**config.mk**
```make
export PLATFORM = sky130hd
export DESIGN_NAME = irq_ctrl_flat
export DESIGN_NICKNAME = d
export VERILOG_FILES = /design/src/rtl/irq_ctrl_if.sv /design/src/rtl/irq_ctrl.sv /design/src/flat_wrapper.sv
export SDC_FILE = /design/constraint.sdc
export NUM_CORES = 1
export LEC_CHECK = 0
export CORE_ASPECT_RATIO = 1.5
export CORE_MARGIN = 5
export CORE_UTILIZATION = 47
export CTS_BUF_LIST = sky130_fd_sc_hd__clkbuf_2 sky130_fd_sc_hd__clkbuf_4 sky130_fd_sc_hd__clkbuf_8
export DETAILED_ROUTE_END_ITERATION = 8
export PLACE_DENSITY = 0.9
export RECOVER_POWER = 100
export SETUP_SLACK_MARGIN = 0.02
export SYNTH_ARGS = -nofsm -noshare
export SYNTH_HDL_FRONTEND = slang
export SYNTH_SLANG_ARGS = --single-unit
```
**constraint.sdc**
```tcl
create_clock -name clk -period 5.8 [get_ports clk]
set_input_delay 0.58 -clock clk [delete_from_list [all_inputs] [get_ports clk]]
set_output_delay 0.58 -clock clk [all_outputs]
set_load 0.02 [all_outputs]
```
**src/rtl/irq_ctrl_if.sv**
```systemverilog
// Register access bus between a CPU-side master and the interrupt controller.
// Single-cycle request pulse; the slave acks one cycle later with read data.
interface irq_ctrl_if;
  logic        reg_req;
  logic        reg_we;
  logic [7:0]  reg_addr;
  logic [31:0] reg_wdata;
  logic [31:0] reg_rdata;
  logic        reg_ack;

  modport master (
    output reg_req, reg_we, reg_addr, reg_wdata,
    input  reg_rdata, reg_ack
  );

  modport slave (
    input  reg_req, reg_we, reg_addr, reg_wdata,
    output reg_rdata, reg_ack
  );
endinterface

```
**src/rtl/irq_ctrl.sv**
```systemverilog
// Level-sensitive interrupt controller: per-source gateway, enable, priority and threshold onto one CPU irq.
// Register port acks one cycle after an accepted request; a request arriving during an ack cycle is dropped.
module irq_ctrl #(
  parameter int NSRC   = 4,
  parameter int PRIO_W = 3
) (
  input  logic            clk,
  input  logic            rst,
  input  logic [NSRC-1:0] src_irq,
  irq_ctrl_if.slave       bus,
  output logic            irq_out,
  output logic [5:0]      claim_id
);

  localparam logic [5:0] W_ENABLE    = 6'd0;
  localparam logic [5:0] W_PENDING   = 6'd1;
  localparam logic [5:0] W_THRESHOLD = 6'd2;
  localparam logic [5:0] W_CLAIM     = 6'd3;
  localparam int         W_PRIO0     = 4;

  logic [NSRC-1:0]   enable_q, enable_d;
  logic [NSRC-1:0]   pending_q, pending_d;
  logic [NSRC-1:0]   inservice_q, inservice_d;
  logic [PRIO_W-1:0] threshold_q, threshold_d;
  logic [PRIO_W-1:0] prio_q [NSRC];
  logic [PRIO_W-1:0] prio_d [NSRC];
  logic              ack_q, ack_d;
  logic              irq_q, irq_d;
  logic [31:0]       rdata_q, rdata_d;

  logic              accept;
  logic              wr_en;
  logic              rd_en;
  logic [5:0]        word;
  logic [5:0]        win_id;
  logic [PRIO_W-1:0] win_prio;
  logic [31:0]       rd_word;
  logic              unused_bits;

  // A request coinciding with our own ack is silently dropped.
  assign accept      = bus.reg_req & ~ack_q;
  assign wr_en       = accept & bus.reg_we;
  assign rd_en       = accept & ~bus.reg_we;
  assign word        = bus.reg_addr[7:2];
  assign unused_bits = ^{bus.reg_addr[1:0], bus.reg_wdata};

  // Strict '>' against the running best keeps ties on the lowest index.
  always_comb begin
    win_id   = '0;
    win_prio = '0;
    for (int i = 0; i < NSRC; i++) begin
      if (pending_q[i] && enable_q[i] && (prio_q[i] > threshold_q) && (prio_q[i] > win_prio)) begin
        win_id   = 6'(i + 1);
        win_prio = prio_q[i];
      end
    end
  end

  always_comb begin
    rd_word = '0;
    case (word)
      W_ENABLE:    rd_word = 32'(enable_q);
      W_PENDING:   rd_word = 32'(pending_q);
      W_THRESHOLD: rd_word = 32'(threshold_q);
      W_CLAIM:     rd_word = 32'(win_id);
      default:     ;
    endcase
    for (int i = 0; i < NSRC; i++) begin
      if (word == 6'(W_PRIO0 + i)) rd_word = 32'(prio_q[i]);
    end
  end

  always_comb begin
    enable_d    = enable_q;
    threshold_d = threshold_q;
    prio_d      = prio_q;
    inservice_d = inservice_q;
    pending_d   = pending_q | (src_irq & ~inservice_q);

    if (wr_en) begin
      case (word)
        W_ENABLE:    enable_d    = bus.reg_wdata[NSRC-1:0];
        W_THRESHOLD: threshold_d = bus.reg_wdata[PRIO_W-1:0];
        W_CLAIM: begin
          for (int i = 0; i < NSRC; i++) begin
            if ((bus.reg_wdata[5:0] == 6'(i + 1)) && inservice_q[i]) inservice_d[i] = 1'b0;
          end
        end
        default: ;
      endcase
      for (int i = 0; i < NSRC; i++) begin
        if (word == 6'(W_PRIO0 + i)) prio_d[i] = bus.reg_wdata[PRIO_W-1:0];
      end
    end

    // Claim overrides a same-cycle gateway set on the claimed source.
    if (rd_en && (word == W_CLAIM)) begin
      for (int i = 0; i < NSRC; i++) begin
        if (win_id == 6'(i + 1)) begin
          pending_d[i]   = 1'b0;
          inservice_d[i] = 1'b1;
        end
      end
    end

    ack_d   = accept;
    rdata_d = rd_en ? rd_word : '0;
    irq_d   = (win_id != '0);
  end

  always_ff @(posedge clk or posedge rst) begin
    if (rst) begin
      enable_q    <= '0;
      pending_q   <= '0;
      inservice_q <= '0;
      threshold_q <= '0;
      for (int i = 0; i < NSRC; i++) prio_q[i] <= '0;
      ack_q       <= 1'b0;
      irq_q       <= 1'b0;
      rdata_q     <= '0;
    end else begin
      enable_q    <= enable_d;
      pending_q   <= pending_d;
      inservice_q <= inservice_d;
      threshold_q <= threshold_d;
      prio_q      <= prio_d;
      ack_q       <= ack_d;
      irq_q       <= irq_d;
      rdata_q     <= rdata_d;
    end
  end

  assign bus.reg_ack   = ack_q;
  assign bus.reg_rdata = rdata_q;
  assign irq_out       = irq_q;
  assign claim_id      = win_id;

endmodule

```
**src/flat_wrapper.sv**
```systemverilog
// flat-port wrapper written by rule: the top's interface ports become plain ports
module irq_ctrl_flat 
#(
  parameter int NSRC   = 4,
  parameter int PRIO_W = 3
)
  (clk, rst, src_irq, irq_out, claim_id, bus_reg_req, bus_reg_we, bus_reg_addr, bus_reg_wdata, bus_reg_rdata, bus_reg_ack);
  irq_ctrl_if bus_i ();
  input  logic clk;
  input  logic rst;
  input  logic [NSRC-1:0] src_irq;
  output logic irq_out;
  output logic [5:0] claim_id;
  input wire logic [$bits(bus_i.reg_req)-1:0] bus_reg_req;
  input wire logic [$bits(bus_i.reg_we)-1:0] bus_reg_we;
  input wire logic [$bits(bus_i.reg_addr)-1:0] bus_reg_addr;
  input wire logic [$bits(bus_i.reg_wdata)-1:0] bus_reg_wdata;
  output wire logic [$bits(bus_i.reg_rdata)-1:0] bus_reg_rdata;
  output wire logic [$bits(bus_i.reg_ack)-1:0] bus_reg_ack;
  assign bus_i.reg_req = bus_reg_req;
  assign bus_i.reg_we = bus_reg_we;
  assign bus_i.reg_addr = bus_reg_addr;
  assign bus_i.reg_wdata = bus_reg_wdata;
  assign bus_reg_rdata = bus_i.reg_rdata;
  assign bus_reg_ack = bus_i.reg_ack;
  irq_ctrl #(.NSRC(NSRC), .PRIO_W(PRIO_W)) u_core (.clk(clk), .rst(rst), .src_irq(src_irq), .bus(bus_i), .irq_out(irq_out), .claim_id(claim_id));
endmodule
```
==> insert_results.sql, run 1 <==
INSERT INTO impl_metrics (metric_group, metric, value, unit) VALUES
('timing', 'fin_crit_period', '5.617', 'ns'),
('logic_synthesis', 'post_synth.cell_area_avg', '9.760', 'µm²'),
('critical_path', 'cp.required', '5.22', 'ns'),
('logic_synthesis', 'synth_cell_types', '48', ''),
('power', 'cellInternalPower', '373.1', 'µW'),
('final_layout', 'drive_above_1_share', '0.1803', ''),
('clock_network', 'tritoncts_clock_tree', 'done', ''),
('final_layout', 'diodes', '0', ''),
('routing', 'route.final.wire_length', '6028', 'µm'),
('floorplanning', 'coreArea', '0.005165', 'mm²'),
('floorplanning', 'floorplan.initialDensity', '0.4838', ''),
('routing', 'post_drt_wl_per_cell', '16.65', 'µm'),
('clock_network', 'worst_skew_pair.late_latency', '0.29', 'ns'),
('logic_synthesis', 'synth_top_cell_by_area', 'dfrtp_1', ''),
('routing', 'dr_total_vias', '2026', ''),
('logic_synthesis', 'synth.top_cells.by_area', 'dfrtp_1 (33%), mux2_2 (11%), ha_1 (11%)', ''),
('clock_network', 'clock_tree.htree_level_count', '2', ''),
('logic_synthesis', 'synth_async_sr_flop_share', '1.000', ''),
('global_route', 'first_global_vias', '1936', ''),
('outcome', 'failed_checks', 'capacitance limit, slew limit', ''),
('power', 'power_frac_clock', '0.315', ''),
('routing', 'initialDrtViolationCount', '109', ''),
('floorplanning', 'die-area', '0.006905', 'mm²'),
('critical_path', 'kind_of_end_point_of_the_critical_path', 'primary output', ''),
('logic_synthesis', 'dominantRegCellSynth', 'dfrtp_1', ''),
('power', 'power_switching', '177.6', 'µW'),
('power', 'totalPowerFinal', '550.7', 'µW'),
('logic_synthesis', 'synth.top_cell.area_share', '0.3305', ''),
('timing', 'hold_ws', '0.5013', 'ns'),
('run', 'max_cap_viol_count', '1', ''),
('critical_path', 'cp_max_fo', '6', ''),
('floorplanning', 'num_rows', '32', ''),
('logic_synthesis', 'synth.yosys.seq_area_share', '0.3305', ''),
('routing', 'drcViolationCount', '0', ''),
('clock_network', 'clk_path_buf_depth', '2', ''),
('power', 'comb_power_share', '0.232', ''),
('global_route', 'grt_start_max_net_pins', '34', ''),
('critical_path', 'worst_path_arrival', '5.04', 'ns'),
('floorplanning', 'floorplan.die.height', '99.30', 'µm'),
('final_layout', 'finish.net_count', '362', ''),
('logic_synthesis', 'synth-warning-count', '0', ''),
('global_route', 'grt_usage', '0.1736', ''),
('timing', 'fmaxAchievable', '178.0', 'MHz'),
('logic_synthesis', 'ys_ff_latch', '33', ''),
('timing', 'slew_viols_final', '34', ''),
('place', 'place.port_buffers', '28', ''),
('timing', 'timing.max_slew.rel_slack', '-0.1826', ''),
('timing', 'final.period_utilization', '0.9685', ''),
('clock_network', 'clockRootBuffer', 'clkbuf_8', ''),
('critical_path', 'critPathLaunchType', 'flip-flop', ''),
('routing', 'routed_via_density', '5.597', ''),
('logic_synthesis', 'post_synth_inst_count', '256', ''),
('power', 'power.sequential.fraction', '0.453', ''),
('power', 'switching_share', '0.3225', ''),
('final_layout', 'syn2layout_area_growth', '13.72', '%'),
('critical_path', 'setup.worst_path.class', 'flip-flop to primary output', ''),
('timing', 'timing.final.setup_violations', '0', ''),
('place', 'dp.final_hpwl', '4466', 'µm'),
('timing', 'final_hold_viol_count', '0', ''),
('clock_network', 'clock_sink_count', '33', ''),
('min_path', 'worstHoldPathType', 'flip-flop to flip-flop', ''),
('clock_network', 'cts-buffers-inserted', '5', ''),
('timing', 'timing_worst_slew_pin_value', '1.774', 'ns'),
('power', 'power_density', '193.8', 'mW/mm²'),
('place', 'place_congestion', '0.9021', ''),
('global_route', 'grt_first_pass_wirelength', '9556', 'µm'),
('routing', 'drtAntennaViolNets', '0', ''),
('power', 'ir_drop', '0.1658', 'mV'),
('floorplanning', 'die_width', '69.54', 'µm'),
('clock_network', 'cts.clk_slew.worst_paths', '0.07', 'ns'),
('timing', 'clock-skew-final', '0.003496', 'ns'),
('floorplanning', 'floorplan.io_pins', '88', ''),
('power', 'static-leakage-power', '0.001300', 'µW'),
('global_route', 'grt_remaining_overflow', '0', ''),
('logic_synthesis', 'synth.cell_area', '0.002499', 'mm²'),
('outcome', 'outcome', 'finished, violations left', ''),
('routing', 'first_pass_iters', '4', ''),
('global_route', 'antenna_found_initial', '0', ''),
('logic_synthesis', 'synth_enable_flop_cells', '0', '');
==> power by group through the flow <==
stage / Clock (µW) / Combinational (µW) / Sequential (µW)
floorplan: 0 / 101 / 252
global placement: 0 / 117 / 253
detailed placement: 0 / 122 / 253
CTS: 178 / 124 / 249
global route: 190 / 141 / 250
finish: 174 / 128 / 250
==> cells in the mapped netlist (2+ instances only) <==
cell / instances
a22oi_1: 2
nor2b_1: 6
mux2i_1: 6
inv_1: 12
nor2_1: 7
nand4_1: 3
o22a_1: 3
buf_4: 33
dfrtp_1: 33
buf_1: 2
nand3_1: 11
o22ai_1: 2
mux2_2: 24
nor3b_1: 3
a21oi_1: 11
buf_2: 2
a31oi_1: 3
ha_1: 21
o21ai_0: 18
nor3_1: 4
nand3b_1: 3
clkbuf_1: 2
nand2b_1: 4
nand2_1: 17
==> cells in the final DEF, fill, tap and decap left out, drive strengths merged, types with 2 or more instances in the layout <==
master / n
o21ai: 18
conb: 31
nor4: 2
dfrtp: 33
clkinv: 2
and3: 2
clkbuf: 10
nand2b: 4
nor3b: 4
nor3: 5
nor2: 7
nand2: 17
buf: 10
o22ai: 2
mux2i: 6
nor2b: 7
dlygate4sd3: 9
mux2: 24
o22a: 3
ha: 21
a31oi: 3
nand4: 3
inv: 12
clkdlybuf4s50: 16
nand3: 11
nand3b: 4
a21oi: 11
a22oi: 2
==> flip-flops by register name (all words and copies together) (netlist names) <==
signal,cells
u_core.prio_q,12
u_core.bus.reg_rdata,4
u_core.enable_q,4
u_core.inservice_q,4
u_core.pending_q,4
u_core.threshold_q,3
u_core.bus.reg_ack,1
u_core.irq_out,1
==> per-stage QoR <==
stage	instance area, µm²	instances	setup WS [ns]	util	TNS [ns]
final	2841	362	0.1826	0.5501	0
after global placement	2764	351	0.3240	0.5351	0
after detailed placement	2764	351	0.1750	0.5351	0
after floorplan	2611	286	0.3921	-	0
after CTS	2858	359	0.1504	0.5533	0
after global routing	2841	362	-0.09509	0.5501	-0.2403
==> routing by layer <==
layer / vias to the layer above / GRT usage / part of all wire
met3: 24 / 0.02932 / 0.065
met2: 96 / 0.3191 / 0.52
li1: 935 / - / -
met1: 971 / 0.1887 / 0.37
met4: 0 / 0.09023 / 0.043
met5: - / 0 / 0
==> final timing paths <==
kind	startpoint	cells after the start	slack, ns	endpoint
setup / recovery	u_core.prio_q[10]	22	0.18	claim_id[1]
hold / removal	u_core.bus.reg_ack	1	0.50	u_core.bus.reg_ack
setup reg to reg	u_core.prio_q[10]	23	0.50	u_core.bus.reg_rdata[0]
hold reg to reg	u_core.bus.reg_ack	1	0.50	u_core.bus.reg_ack
max in group asynchronous	rst	3	3.42	u_core.prio_q[6]
min in group asynchronous	rst	3	1.36	u_core.pending_q[1]
==> worst max-delay path, stage by stage, from the launching register on <==
cell and delay [ns]:
dfrtp_1 0.45, ha_1 0.33, nor2b_2 0.20, o311ai_4 0.13, nor3b_2 0.25, inv_1 0.07, ha_1 0.31, nand2_1 0.05
o21ai_0 0.22, nand4_1 0.22, buf_4 0.20, mux2i_2 0.15, ha_1 0.33, nand3b_1 0.10, a22oi_1 0.21, nand3_2 0.16
mux2_2 0.31, ha_1 0.27, nand3_1 0.07, nand4_1 0.15, nor3b_4 0.32, a21oi_1 0.08, clkbuf_2 0.17
==> logic make-up (layout without fill, tap and decap cells) <==
kind of cell,count (synthesis),in the layout,synth area share
compound gates,49,49,0.1242
fa+ha+maj,21,21,0.1052
buf+inv,52,60,0.1302
flops,33,33,0.3305
mux,30,30,0.1322
other cells,1,31,0.001501
simple gates,70,70,0.1763
==> repair_timing <==
action | 4_1_cts | 5_1_grt
endpoints found under the setup margin | 3 | 3
pin swaps | 0 | 5
buffers inserted | 0 | 3
hold buffers | 0 | 0
gates resized for setup | 5 | 13
==> cell type report <==
| class | count | area (µm²) |
|---|---|---|
| clock buffers | 5 | 68.82 |
| clock inverters | 3 | 17.52 |
| fillers | 451 | 2323 |
| inverters | 12 | 45.04 |
| multi-input cells | 201 | 1451 |
| flip-flops and latches | 33 | 825.8 |
| well taps | 68 | 85.08 |
| repair buffers | 40 | 347.8 |
(Power assumes the default switching activity.)
==> run 2: changes to the inputs <==
- TNS_END_PERCENT: unset -> 30
==> results of run 2 <==
No change in the layout: final DEF, timing and power equal those of run 1.
==> run 3: changes to the inputs <==
- CORE_ASPECT_RATIO: 1.5 -> unset
==> insert_results.sql, run 3 (synthesis results as in run 1) <==
INSERT INTO impl_metrics (metric_group, metric, value, unit) VALUES
('timing', 'final.period_utilization', '0.9609', ''),
('place', 'dp.final_hpwl', '4446', 'µm'),
('outcome', 'outcome', 'finished, violations left', ''),
('critical_path', 'worst-r2r-setup-slack', '0.75', 'ns'),
('floorplanning', 'floorplan.die.height', '82.91', 'µm'),
('timing', 'timing.final.setup_violations', '0', ''),
('timing', 'fin_crit_period', '5.573', 'ns'),
('timing', 'clock-skew-final', '0.006384', 'ns'),
('final_layout', 'drive_above_1_share', '0.1871', ''),
('clock_network', 'clockRootBuffer', 'clkbuf_8', ''),
('timing', 'grt_setup_unrepaired', 'no', ''),
('routing', 'post_drt_wl_per_cell', '15.99', 'µm'),
('routing', 'dr_total_vias', '2004', ''),
('floorplanning', 'floorplan.io_pins', '88', ''),
('clock_network', 'tritoncts_clock_tree', 'done', ''),
('timing', 'timing_worst_slew_pin_value', '1.763', 'ns'),
('final_layout', 'largest_reg_flops', '12', ''),
('clock_network', 'worst_skew_pair.late_latency', '0.29', 'ns'),
('floorplanning', 'die-area', '0.006874', 'mm²'),
('outcome', 'failed_checks', 'capacitance limit, slew limit', ''),
('clock_network', 'cts-buffers-inserted', '5', ''),
('routing', 'route.final.wire_length', '5821', 'µm'),
('floorplanning', 'coreArea', '0.005140', 'mm²'),
('run', 'max_cap_viol_count', '1', ''),
('global_route', 'antenna_found_initial', '0', ''),
('timing', 'slew_viols_final', '34', ''),
('final_layout', 'most_common_cell_after_layout_fill_and_taps_aside', 'dfrtp_1', ''),
('critical_path', 'critPathLaunchType', 'flip-flop', ''),
('final_layout', 'stdcell_area', '0.002846', 'mm²'),
('floorplanning', 'die_width', '82.91', 'µm'),
('place', 'place_congestion', '0.9104', ''),
('clock_network', 'clock_tree.htree_level_count', '2', ''),
('clock_network', 'clock_sink_count', '33', ''),
('critical_path', 'cp_max_fo', '6', ''),
('place', 'placed_cell_area', '0.002759', 'mm²'),
('final_layout', 'top_register', 'u_core.prio_q', ''),
('clock_network', 'post_cts_hold_buffers', '0', ''),
('global_route', 'grt_start_max_net_pins', '34', ''),
('routing', 'first_pass_iters', '4', ''),
('power', 'ir_drop', '0.1728', 'mV'),
('timing', 'final_hold_viol_count', '0', ''),
('global_route', 'grt_first_pass_wirelength', '9315', 'µm'),
('routing', 'routed_via_density', '5.505', ''),
('timing', 'timing.max_slew.rel_slack', '-0.1754', ''),
('critical_path', 'kind_of_end_point_of_the_critical_path', 'primary output', ''),
('clock_network', 'cts.clk_slew.worst_paths', '0.07', 'ns'),
('floorplanning', 'floorplan.initialDensity', '0.4861', ''),
('global_route', 'grt_remaining_overflow', '0', ''),
('critical_path', 'setup.worst_path.class', 'flip-flop to primary output', ''),
('final_layout', 'final_cell_mix', 'dfrtp_1 (33), conb_1 (31), mux2_2 (24)', ''),
('routing', 'initialDrtViolationCount', '166', ''),
('final_layout', 'diodes', '0', ''),
('place', 'place.port_buffers', '28', ''),
('global_route', 'grt_usage', '0.1661', ''),
('timing', 'fmaxAchievable', '179.4', 'MHz'),
('min_path', 'worstHoldPathType', 'flip-flop to flip-flop', ''),
('routing', 'drtAntennaViolNets', '0', ''),
('final_layout', 'finish.net_count', '362', ''),
('power', 'static-leakage-power', '0.001338', 'µW'),
('power', 'power_density', '192.1', 'mW/mm²'),
('clock_network', 'clk_path_buf_depth', '2', ''),
('final_layout', 'syn2layout_area_growth', '13.92', '%'),
('routing', 'drcViolationCount', '0', ''),
('timing', 'fin_tns_setup', '0', 'ns'),
('floorplanning', 'num_rows', '26', ''),
('critical_path', 'cp.required', '5.22', 'ns'),
('global_route', 'first_global_vias', '1881', ''),
('critical_path', 'worst_path_arrival', '4.99', 'ns');
[run 3: final timing paths]
kind,cells after the start,start,to
worst max-delay path,20,u_core.threshold_q[1],claim_id[0]
worst min-delay path,1,u_core.bus.reg_ack,u_core.bus.reg_ack
worst max register to register,21,u_core.threshold_q[1],u_core.inservice_q[1]
worst min register to register,1,u_core.bus.reg_ack,u_core.bus.reg_ack
max in group asynchronous,3,rst,u_core.prio_q[3]
min in group asynchronous,3,rst,u_core.inservice_q[2]
[run 3: repair_timing]
item | CTS | global route
setup endpoints to repair | 3 | 3
buffers inserted | 2 | 2
endpoints found under the hold margin | 0 | 0
pin swaps | 1 | 6
gates resized for setup | 5 | 10
[run 3: metal layers]
layer / up-vias / wire, µm / global-route usage
li1: 938 / - / -
met1: 959 / 2559 / 0.2261
met2: 93 / 2662 / 0.2493
met3: 14 / 460 / 0.04059
met4: 0 / 138 / 0.07281
met5: - / 0 / 0
[run 3: cell type report]
cell class,instances,area [µm²]
repair buffers,40,351.6
clock inverters,2,10.01
multi-input cells,201,1450
inverters,12,45.04
well taps,70,87.58
flip-flops and latches,33,825.8
fillers,466,2293
clock buffers,6,76.32
[run 3: where the power goes]
| group | internal [µW] | total [µW] | leakage (µW) | switching (µW) |
|---|---|---|---|---|
| Sequential | 239 | 249 | 0.000434 | 9.73 |
| Combinational | 49.6 | 124 | 0.000856 | 74.5 |
| Clock | 87.7 | 174 | 0.0000484 | 85.9 |
[run 3: metrics by stage]
stage	hold slack [ns]	utilization	instances	power (µW)	worst slack [ns]
floorplan	0.4658	-	286	352.4	0.3921
detailed placement	0.4880	0.5368	352	375.1	0.03644
global route	0.5232	0.5538	364	572.4	0.01091
CTS	0.4965	0.5579	362	548.8	0.1016
finish	0.4987	0.5538	364	546.8	0.2265
global placement	0.4689	0.5368	352	369.0	0.1425
[run 3: worst max-delay path, stage by stage, from the launching register on]
cell and delay (ns):
dfrtp_1 0.42, inv_2 0.12, ha_1 0.24, nor2b_1 0.14, o311ai_2 0.37, nor3_1 0.15
ha_1 0.31, a31oi_1 0.17, nand4_1 0.26, mux2_2 0.39, ha_1 0.18, nand3b_1 0.14
a22oi_1 0.23, nand3_2 0.18, mux2_2 0.33, ha_1 0.28, nand3_1 0.07, nand4_1 0.15
nor3b_4 0.32, nor2_1 0.08, clkbuf_2 0.16
